==> src/rtl/calc_port_engine.sv <==
// calc_port_engine: single-stage ALU request engine feeding an in-order response FIFO.
// Results are computed at acceptance, held one edge in the stage, then pushed to the FIFO.
module calc_port_engine #(
   parameter int         DATA_W     = 32,
   parameter int         TAG_W      = 2,
   parameter logic [7:0] PORT_ID    = 8'h31,
   parameter int         FIFO_DEPTH = 4,
   parameter bit         SAT_MODE   = 1'b0
) (
   input  logic                          clk,
   input  logic                          reset,
   input  logic                          req_valid,
   output logic                          req_ready,
   input  logic [3:0]                    req_cmd,
   input  logic [TAG_W-1:0]              req_tag,
   input  logic [DATA_W-1:0]             req_data1,
   input  logic [DATA_W-1:0]             req_data2,
   output logic                          rsp_valid,
   input  logic                          rsp_ready,
   output logic [7:0]                    rsp_port,
   output logic [3:0]                    rsp_cmd,
   output logic [TAG_W-1:0]              rsp_tag,
   output logic [1:0]                    rsp_resp,
   output logic [DATA_W-1:0]             rsp_data,
   output logic                          rsp_flow,
   output logic [15:0]                   err_count,
   output logic [$clog2(FIFO_DEPTH):0]   occupancy
);
   localparam int AW = $clog2(FIFO_DEPTH);
   localparam int SW = $clog2(DATA_W);

   typedef struct packed {
      logic [3:0]        cmd;
      logic [TAG_W-1:0]  tag;
      logic [1:0]        resp;
      logic [DATA_W-1:0] data;
      logic              flow;
   } ent_t;

   ent_t              w_calc, w_head, r_stg;
   ent_t              r_mem [FIFO_DEPTH];
   logic              r_stg_v;
   logic [AW-1:0]     r_wp, r_rp;
   logic [AW:0]       r_cnt;
   logic [15:0]       r_err;
   logic [DATA_W:0]   w_sum;
   logic [SW-1:0]     w_sa;
   logic              w_acc, w_push, w_pop;

   always_comb begin
      w_sum       = {1'b0, req_data1} + {1'b0, req_data2};
      w_sa        = req_data2[SW-1:0];
      w_calc.cmd  = req_cmd;
      w_calc.tag  = req_tag;
      w_calc.resp = 2'd1;
      w_calc.flow = 1'b0;
      w_calc.data = '0;
      case (req_cmd)
         4'd1: begin
            w_calc.resp = w_sum[DATA_W] ? 2'd2 : 2'd1;
            w_calc.flow = w_sum[DATA_W];
            w_calc.data = w_sum[DATA_W] ? {DATA_W{SAT_MODE}} : w_sum[DATA_W-1:0];
         end
         4'd2: begin
            w_calc.resp = (req_data1 < req_data2) ? 2'd2 : 2'd1;
            w_calc.flow = req_data1 < req_data2;
            w_calc.data = (req_data1 < req_data2) ? '0 : req_data1 - req_data2;
         end
         4'd3:    w_calc.data = req_data1 & req_data2;
         4'd4:    w_calc.data = req_data1 | req_data2;
         4'd5:    w_calc.data = req_data1 << w_sa;
         4'd6:    w_calc.data = req_data1 >> w_sa;
         4'd7:    w_calc.data = $signed(req_data1) >>> w_sa;
         default: w_calc.resp = 2'd2;
      endcase
   end

   // Space check counts the stage entry, so the stage can always drain into the FIFO.
   assign occupancy = r_cnt + (AW+1)'(r_stg_v);
   assign req_ready = reset && (occupancy < (AW+1)'(FIFO_DEPTH));
   assign w_acc     = req_valid && req_ready;
   assign w_push    = r_stg_v;
   assign w_pop     = rsp_valid && rsp_ready;

   always_ff @(posedge clk or negedge reset) begin
      if (!reset) begin
         r_stg_v <= 1'b0;
         r_stg   <= '0;
         r_wp    <= '0;
         r_rp    <= '0;
         r_cnt   <= '0;
         r_err   <= '0;
      end else begin
         r_stg_v <= w_acc && (req_cmd != 4'd0);
         if (w_acc) r_stg <= w_calc;
         if (w_push) r_wp <= r_wp + AW'(1);
         if (w_pop) r_rp <= r_rp + AW'(1);
         r_cnt <= r_cnt + (AW+1)'(w_push) - (AW+1)'(w_pop);
         if (w_push && r_stg.resp == 2'd2 && r_err != 16'hFFFF) r_err <= r_err + 16'd1;
      end
   end

   always_ff @(posedge clk) begin
      if (w_push) r_mem[r_wp] <= r_stg;
   end

   assign w_head    = r_mem[r_rp];
   assign rsp_valid = r_cnt != '0;
   assign rsp_port  = PORT_ID;
   assign rsp_cmd   = rsp_valid ? w_head.cmd  : '0;
   assign rsp_tag   = rsp_valid ? w_head.tag  : '0;
   assign rsp_resp  = rsp_valid ? w_head.resp : '0;
   assign rsp_data  = rsp_valid ? w_head.data : '0;
   assign rsp_flow  = rsp_valid ? w_head.flow : 1'b0;
   assign err_count = r_err;
endmodule

==> config.mk <==
export PLATFORM = sky130hd
export DESIGN_NAME = calc_port_engine
export DESIGN_NICKNAME = d
export VERILOG_FILES = /design/src/rtl/calc_port_engine.sv
export SDC_FILE = /design/constraint.sdc
export NUM_CORES = 1
export LEC_CHECK = 0
export BUFFER_PORTS_ARGS = -buffer_cell sky130_fd_sc_hd__buf_2
export CAP_MARGIN = 10
export CORE_MARGIN = 5
export CORE_UTILIZATION = 27
export DETAILED_ROUTE_END_ITERATION = 10
export GPL_TIMING_DRIVEN = 0
export PLACE_DENSITY = 0.46
export SYNTH_ARGS = -nofsm -noshare
export SYNTH_HDL_FRONTEND = slang
export SYNTH_SLANG_ARGS = --single-unit
export TNS_END_PERCENT = 50
==> constraint.sdc <==
create_clock -name clk -period 3.25 [get_ports clk]
set_input_delay 0.1625 -clock clk [delete_from_list [all_inputs] [get_ports clk]]
set_output_delay 0.1625 -clock clk [all_outputs]
set_load 0.05 [all_outputs]
== Yosys cells after proc, flatten, opt, wreduce, memory -nomap -nowiden ==
Memories as Yosys holds them, arrays and structs flattened.
Cells that the tools add are included.
W data, S select, Z words.
Storage, ports and cells
  register bits after elaboration: 65
  memory bits (writable): 164
  input bits: 74
  output and inout port bits: 70
  word-level logic and storage cells: 57
  memories: 1
Memory list
  r_mem: words 4, bits a word 41, rd ports 1, clocked after Yosys merged registers in 0, write ports 1, RTL line 41  | ent_t r_mem [FIFO_DEPTH];
Cells by class
  $add $sub $neg: 7
  magnitude comparators: 2
  equal/unequal tests: 9
  shift operators: 3
  multiplexer cells: 14
  bitwise operators: 2
  reduce and logical (&&, ||, !) cells: 9
Operators by type and width (number)
  $pmux W32 S7: 1
  $mux W32: 3
  $add A32 B32 Y33: 1
  $and A32 B32 Y32: 1
  $lt A32 B32 Y1: 1
  $or A32 B32 Y32: 1
  $shl A32 B5 Y32: 1
  $shr A32 B5 Y32: 1
  $sshr A32 B5 Y32: 1
  $sub A32 B32 Y32: 1
  $add A16 B1 Y16 const B: 1
  $eq A4 B3 Y1 const B: 4
  $ne A16 B16 Y1 const B: 1
  $eq A4 B2 Y1 const B: 2
  $mux W2: 4
  $logic_and A1 B1 Y1: 6
  $pmux W2 S3: 1
  $reduce_or A5 Y1: 1
  $add A2 B1 Y2 const B: 2
  $eq A4 B1 Y1 const B: 1
  $mux W4: 1
  $reduce_bool A4 Y1: 1
  $add A3 B1 Y3: 1
  $lt A3 B3 Y1 const B: 1
  other kinds (5): 7

== Depth between registers and ports, before layout ==
  word-level depth: 5
  gate-level depth with buffers: 16
  depth with buffers taken out: 12

== Least setup slack after synthesis ==
OpenSTA, ideal clock, no wires.
  path type: input to register
  start point: in req_data2[2]
  end point: reg r_stg[27] in the netlist's numbering
  setup time: 0.121 ns
  arrival time: 3.163 ns
  data required time: 3.129 ns
  setup slack: -0.034 ns
  stages: 13
  path buffers: 2
  path through: inv_1 > buf_1 > clkbuf_1 > ha_1 > nor2_1 > o211ai_1 > a21oi_2 > o41ai_2 > o41a_1 > o311a_1 > xnor2_1 > o221a_1 > o21ai_1
Between the ends
  longest elaborated chain between the ends: 3
  elaborated cells between the ends (all ways): 9
  classes of those cells: add/sub (2); order compare (1); shift (3); mux (3)
RTL lines
  from (decl): RTL line 17  | input logic [DATA_W-1:0] req_data2,
  $sub A32 B32 Y32 (tied with other cells): RTL line 67  | w_calc.data = (req_data1 < req_data2) ? '0 : req_data1 - req_data2;
  $mux W32, on equally long branches: RTL line 67, 62
  $pmux W32 S7 (*): RTL line 58  | case (req_cmd)
  to (signal assigned): RTL line 95  | if (w_acc) r_stg <= w_calc;
  to (decl): RTL line 40  | ent_t w_calc, w_head, r_stg;
Mark *: on every way between the ends. The rest lies on a longest branch, timed or not.
A chain may end at the register's enable or synchronous reset.

== Worst setup path after layout ==
  start point: in req_data1[11]
  end point: reg r_stg[6] in the netlist's numbering
Between the ends
  longest elaborated chain between the ends: 3
  elaborated cells between the ends (all ways): 8
  classes of those cells: add/sub (1); order compare (1); shift (3); mux (3)
RTL lines
  from (decl): RTL line 16  | input logic [DATA_W-1:0] req_data1,
  $add A32 B32 Y33 or $lt A32 B32 Y1 (tied branches): RTL line 51, 67
  $mux W32, on equally long branches: RTL line 62, 67
  $pmux W32 S7 (*): RTL line 58
Marks and branches as above.

==> out/qor.tcl <==
set qor(critPathKind) {in -> reg}
set qor(outcome) {complete, but fails checks}
set qor(first_global_vias) 15700
set qor(critical-path-max-stage-delay_ns) 0.43
set qor(drt-initial-drc-count) 1367
set qor(placement.cell_area_um2) 19600
set qor(layout.cells.most_common) {sky130_fd_sc_hd__nor2_1}
set qor(critical_path.slowest_cell) {sky130_fd_sc_hd__clkbuf_1}
set qor(antenna_found_initial) 2
set qor(routed_wl_um) 75600
set qor(r2r_slack_ns) 0.13
set qor(combinational_family_with_the_most_area_after_synthesis) {compound AO/OA/AOI/OAI gates}
set qor(layout_setup_ws_ns) -0.00500
set qor(timing.critical_path.buf_inv) 6
set qor(synth.avg_cell_area_um2) 9.97
set qor(finalWeightedCongestion) 1.01
set qor(clock.fmax_mhz) 307
set qor(nFillCells) 6847
set qor(synth-compound-area-share_pct) 17.1
set qor(worstSkewPairLatency_ns) 0.50
set qor(final_setup_violating_endpoints) 1
set qor(tritoncts) {yes}
set qor(routed_antenna_nets) 0
set qor(slew_violations) 0
set qor(synthAdderAreaFrac_pct) 8.42
set qor(static-leakage-power_nw) 8.24
set qor(fin_area_um2) 21000
set qor(synth-main-ff-cell) {sky130_fd_sc_hd__edfxtp_1}
set qor(worst_ep_arrival_time_ns) 3.62
set qor(synth_seq_cells) 229
set qor(post-route-min-period_ns) 3.26
set qor(post-route-drc-count) 0
set qor(vias_per_cell) 5.51
set qor(placement.io_buffers) 133
set qor(start_util_pct) 27.1
set qor(num_rows) 94
set qor(synth_area_um2) 17700
set qor(min_period_over_period_pct) 100
set qor(pwr_density_cell_nw_per_um2) 575
set qor(grt-ovfl-total) 0
set qor(die_w_um) 266
set qor(routedWlPerCell_um) 26.5
set qor(failed_checks) {setup timing}
set qor(clock-sinks) 229
set qor(instances_no_fill) 2848
set qor(dpl.cell_count) 2788
set qor(muxShareOfSynthArea_pct) 15.2
set qor(postSynthCellCount) 1778
set qor(synth_warnings) 0
set qor(synth_async_sr_flop_share_pct) 28.4
set qor(number_of_top_level_pins) 144
set qor(synth_xor_xnor_area_share_pct) 1.38
set qor(drtPass1Iterations) 5
set qor(post_synth_and_or_nand_nor_area_fraction_pct) 15.4
set qor(wire_length_of_the_first_global_routing_pass_um) 110000
set qor(fp.dieArea_um2) 70900
set qor(floorplan.die.height_um) 266
set qor(worst_ep_required_time_ns) 3.62
set qor(yosys.cell_types.count) 90
set qor(max_slew_margin_pct) 36.2
set qor(synth_enable_flop_cells) 164
set qor(ctsHtreeMaxLevel) 1
set qor(nNetsFinal) 2160
set qor(min-delay-path-class) {in -> reg}
set qor(yosysSeqAreaShare_pct) 37.0
set qor(timing.hold.ws_ns) 0.0435
set qor(power.total_w) 0.0121
set qor(fin_skew_ns) 0.00938
set qor(coreArea_um2) 65400
set qor(grt_use_total_pct) 20.5
set qor(grt_setup_unrepaired) {true}
set qor(cts-root-to-sink-buffers) 3
set qor(drv_cap) 0
set qor(final_layout_size_suffix_gt1_share_pct) 22.1
set qor(worst_setup_hold_path_clk_slew_ns) 0.06
set qor(critPathCaptureType) {flop}
set qor(finalHoldViolCount) 0
set qor(timing.critical_path.fanout_max) 11
set qor(timing.critical_path.max_delay_family) {buffers and inverters}
set qor(chain_of_cells_forming_the_critical_path) {buf_2 -> inv_1 -> ha_1 -> clkbuf_1 -> inv_1 -> a21oi_1 -> o31ai_2 -> o211ai_1 -> buf_4 -> a21oi_4 -> or2_1 -> buf_4 -> a311oi_2 -> nor4b_4 -> o21ai_1}
set qor(grt_start_max_net_pins) 41
set qor(flow.area_growth_from_synthesis_pct) 18.5
set qor(final_hpwl_from_detailed_placement_um) 60800
set qor(tightest_pin_transition_ns) 0.944
set qor(cts_inserted_buffers) 21
set qor(setup_tns_final_ns) -0.00500
set qor(via_count) 15700
set qor(buffer_type_at_the_clock_tree_root) {sky130_fd_sc_hd__clkbuf_16}
set qor(vdd.ir_drop.worst_mv) 0.345
set qor(highest_count_cells_in_the_layout_ignoring_fill_and_taps) {sky130_fd_sc_hd__nor2_1, sky130_fd_sc_hd__edfxtp_1, sky130_fd_sc_hd__nand2_1, sky130_fd_sc_hd__buf_2, sky130_fd_sc_hd__ha_1}
set qor(startpoint_type) {primary input}
report_power, final:
| group | switching [W] | internal [W] | total, W | leakage [nW] |
|---|---|---|---|---|
| Clock | 0.00106 | 0.00158 | 0.00264 | 0.362 |
| Combinational | 0.00375 | 0.00178 | 0.00553 | 5.50 |
| Sequential | 0.000267 | 0.00364 | 0.00391 | 2.38 |
| Total | 0.00508 | 0.00701 | 0.0121 | 8.24 |
cells in the mapped netlist, types with 14 or more instances:
cell,n,area [um^2]
sky130_fd_sc_hd__a211oi_1,20,150
sky130_fd_sc_hd__a21o_1,15,113
sky130_fd_sc_hd__a21oi_1,110,551
sky130_fd_sc_hd__a221oi_1,14,123
sky130_fd_sc_hd__and2_1,54,338
sky130_fd_sc_hd__buf_2,26,130
sky130_fd_sc_hd__buf_4,15,113
sky130_fd_sc_hd__clkbuf_1,72,270
sky130_fd_sc_hd__dfrtp_1,65,1630
sky130_fd_sc_hd__edfxtp_1,164,4920
sky130_fd_sc_hd__ha_1,116,1450
sky130_fd_sc_hd__inv_1,101,379
sky130_fd_sc_hd__mux2i_1,37,370
sky130_fd_sc_hd__mux4_2,99,2230
sky130_fd_sc_hd__nand2_1,155,582
sky130_fd_sc_hd__nand2b_1,18,113
sky130_fd_sc_hd__nand3_1,29,145
sky130_fd_sc_hd__nand4_1,14,87.6
sky130_fd_sc_hd__nor2_1,173,649
sky130_fd_sc_hd__nor2b_1,14,87.6
sky130_fd_sc_hd__nor3_1,41,205
sky130_fd_sc_hd__nor4_1,15,93.8
sky130_fd_sc_hd__o211ai_1,21,158
sky130_fd_sc_hd__o21ai_0,91,455
sky130_fd_sc_hd__o21ai_1,17,85.1
sky130_fd_sc_hd__o221ai_1,17,149
sky130_fd_sc_hd__or3_1,15,93.8
sky130_fd_sc_hd__xnor2_1,20,175
logic make-up after synthesis:
logic type	after synthesis
compound gates	452
xor+xnor	28
fa+ha+maj	118
buf+inv	230
flops	229
mux	145
other cells	2
simple gates	574
metal layers:
metal  vias up  GRT usage, %  routed length [um]
met1      7951          27.8               32700
li1       7019             -                   -
met3       108          2.27                4020
met2       617          34.7               36600
met4         2          5.97                2300
met5         -             0                  13
flip-flops by register name (all words and copies together), names as in the netlist:
| name | count |
|---|---|
| r_wp | 2 |
| r_mem | 164 |
| r_stg | 41 |
| r_cnt | 3 |
| r_rp | 2 |
| err_count | 16 |
| r_stg_v | 1 |
through the flow:
step / setup WS, ns / util (%)
CTS: -0.0936 / 31.8
floorplan: 0.0374 / -
finish: -0.00500 / 32.1
global placement: -2.64 / 29.8
global route: -0.113 / 32.1
detailed placement: -2.51 / 30.0
path summary, 6_finish.rpt:
| check | cells after the start | end | startpoint |
|---|---|---|---|
| worst max-delay path | 15 | r_stg[6] | req_data1[11] |
| worst min register to register | 1 | err_count[7] | err_count[7] |
| worst min-delay path | 2 | r_stg[40] | req_cmd[3] |
| max in group asynchronous | 3 | r_stg[5] | reset |
| worst max register to register | 12 | r_stg[21] | r_stg_v |
| min in group asynchronous | 2 | r_stg[40] | reset |
final cells by class:
class	count	area (um^2)	share of cell area (%)
flip-flops and latches	229	6550	31.2
multi-input cells	1325	10600	50.3
clock buffers	28	582	2.77
diodes	1	2.50	0.0119
repair buffers	164	997	4.75
plain buffers	121	662	3.15
inverters	106	407	1.94
clock inverters	10	156	0.745
well taps	864	1080	5.15
what timing repair did:
| item | CTS | global route |
|---|---|---|
| setup buffers | 13 | 5 |
| endpoints found under the hold margin | 68 | 0 |
| pin swaps | 9 | 9 |
| setup endpoints to repair | 77 | 51 |
| hold buffers | 6 | 0 |
| resized for setup | 79 | 37 |
Power figures use the tool's default switching activity.
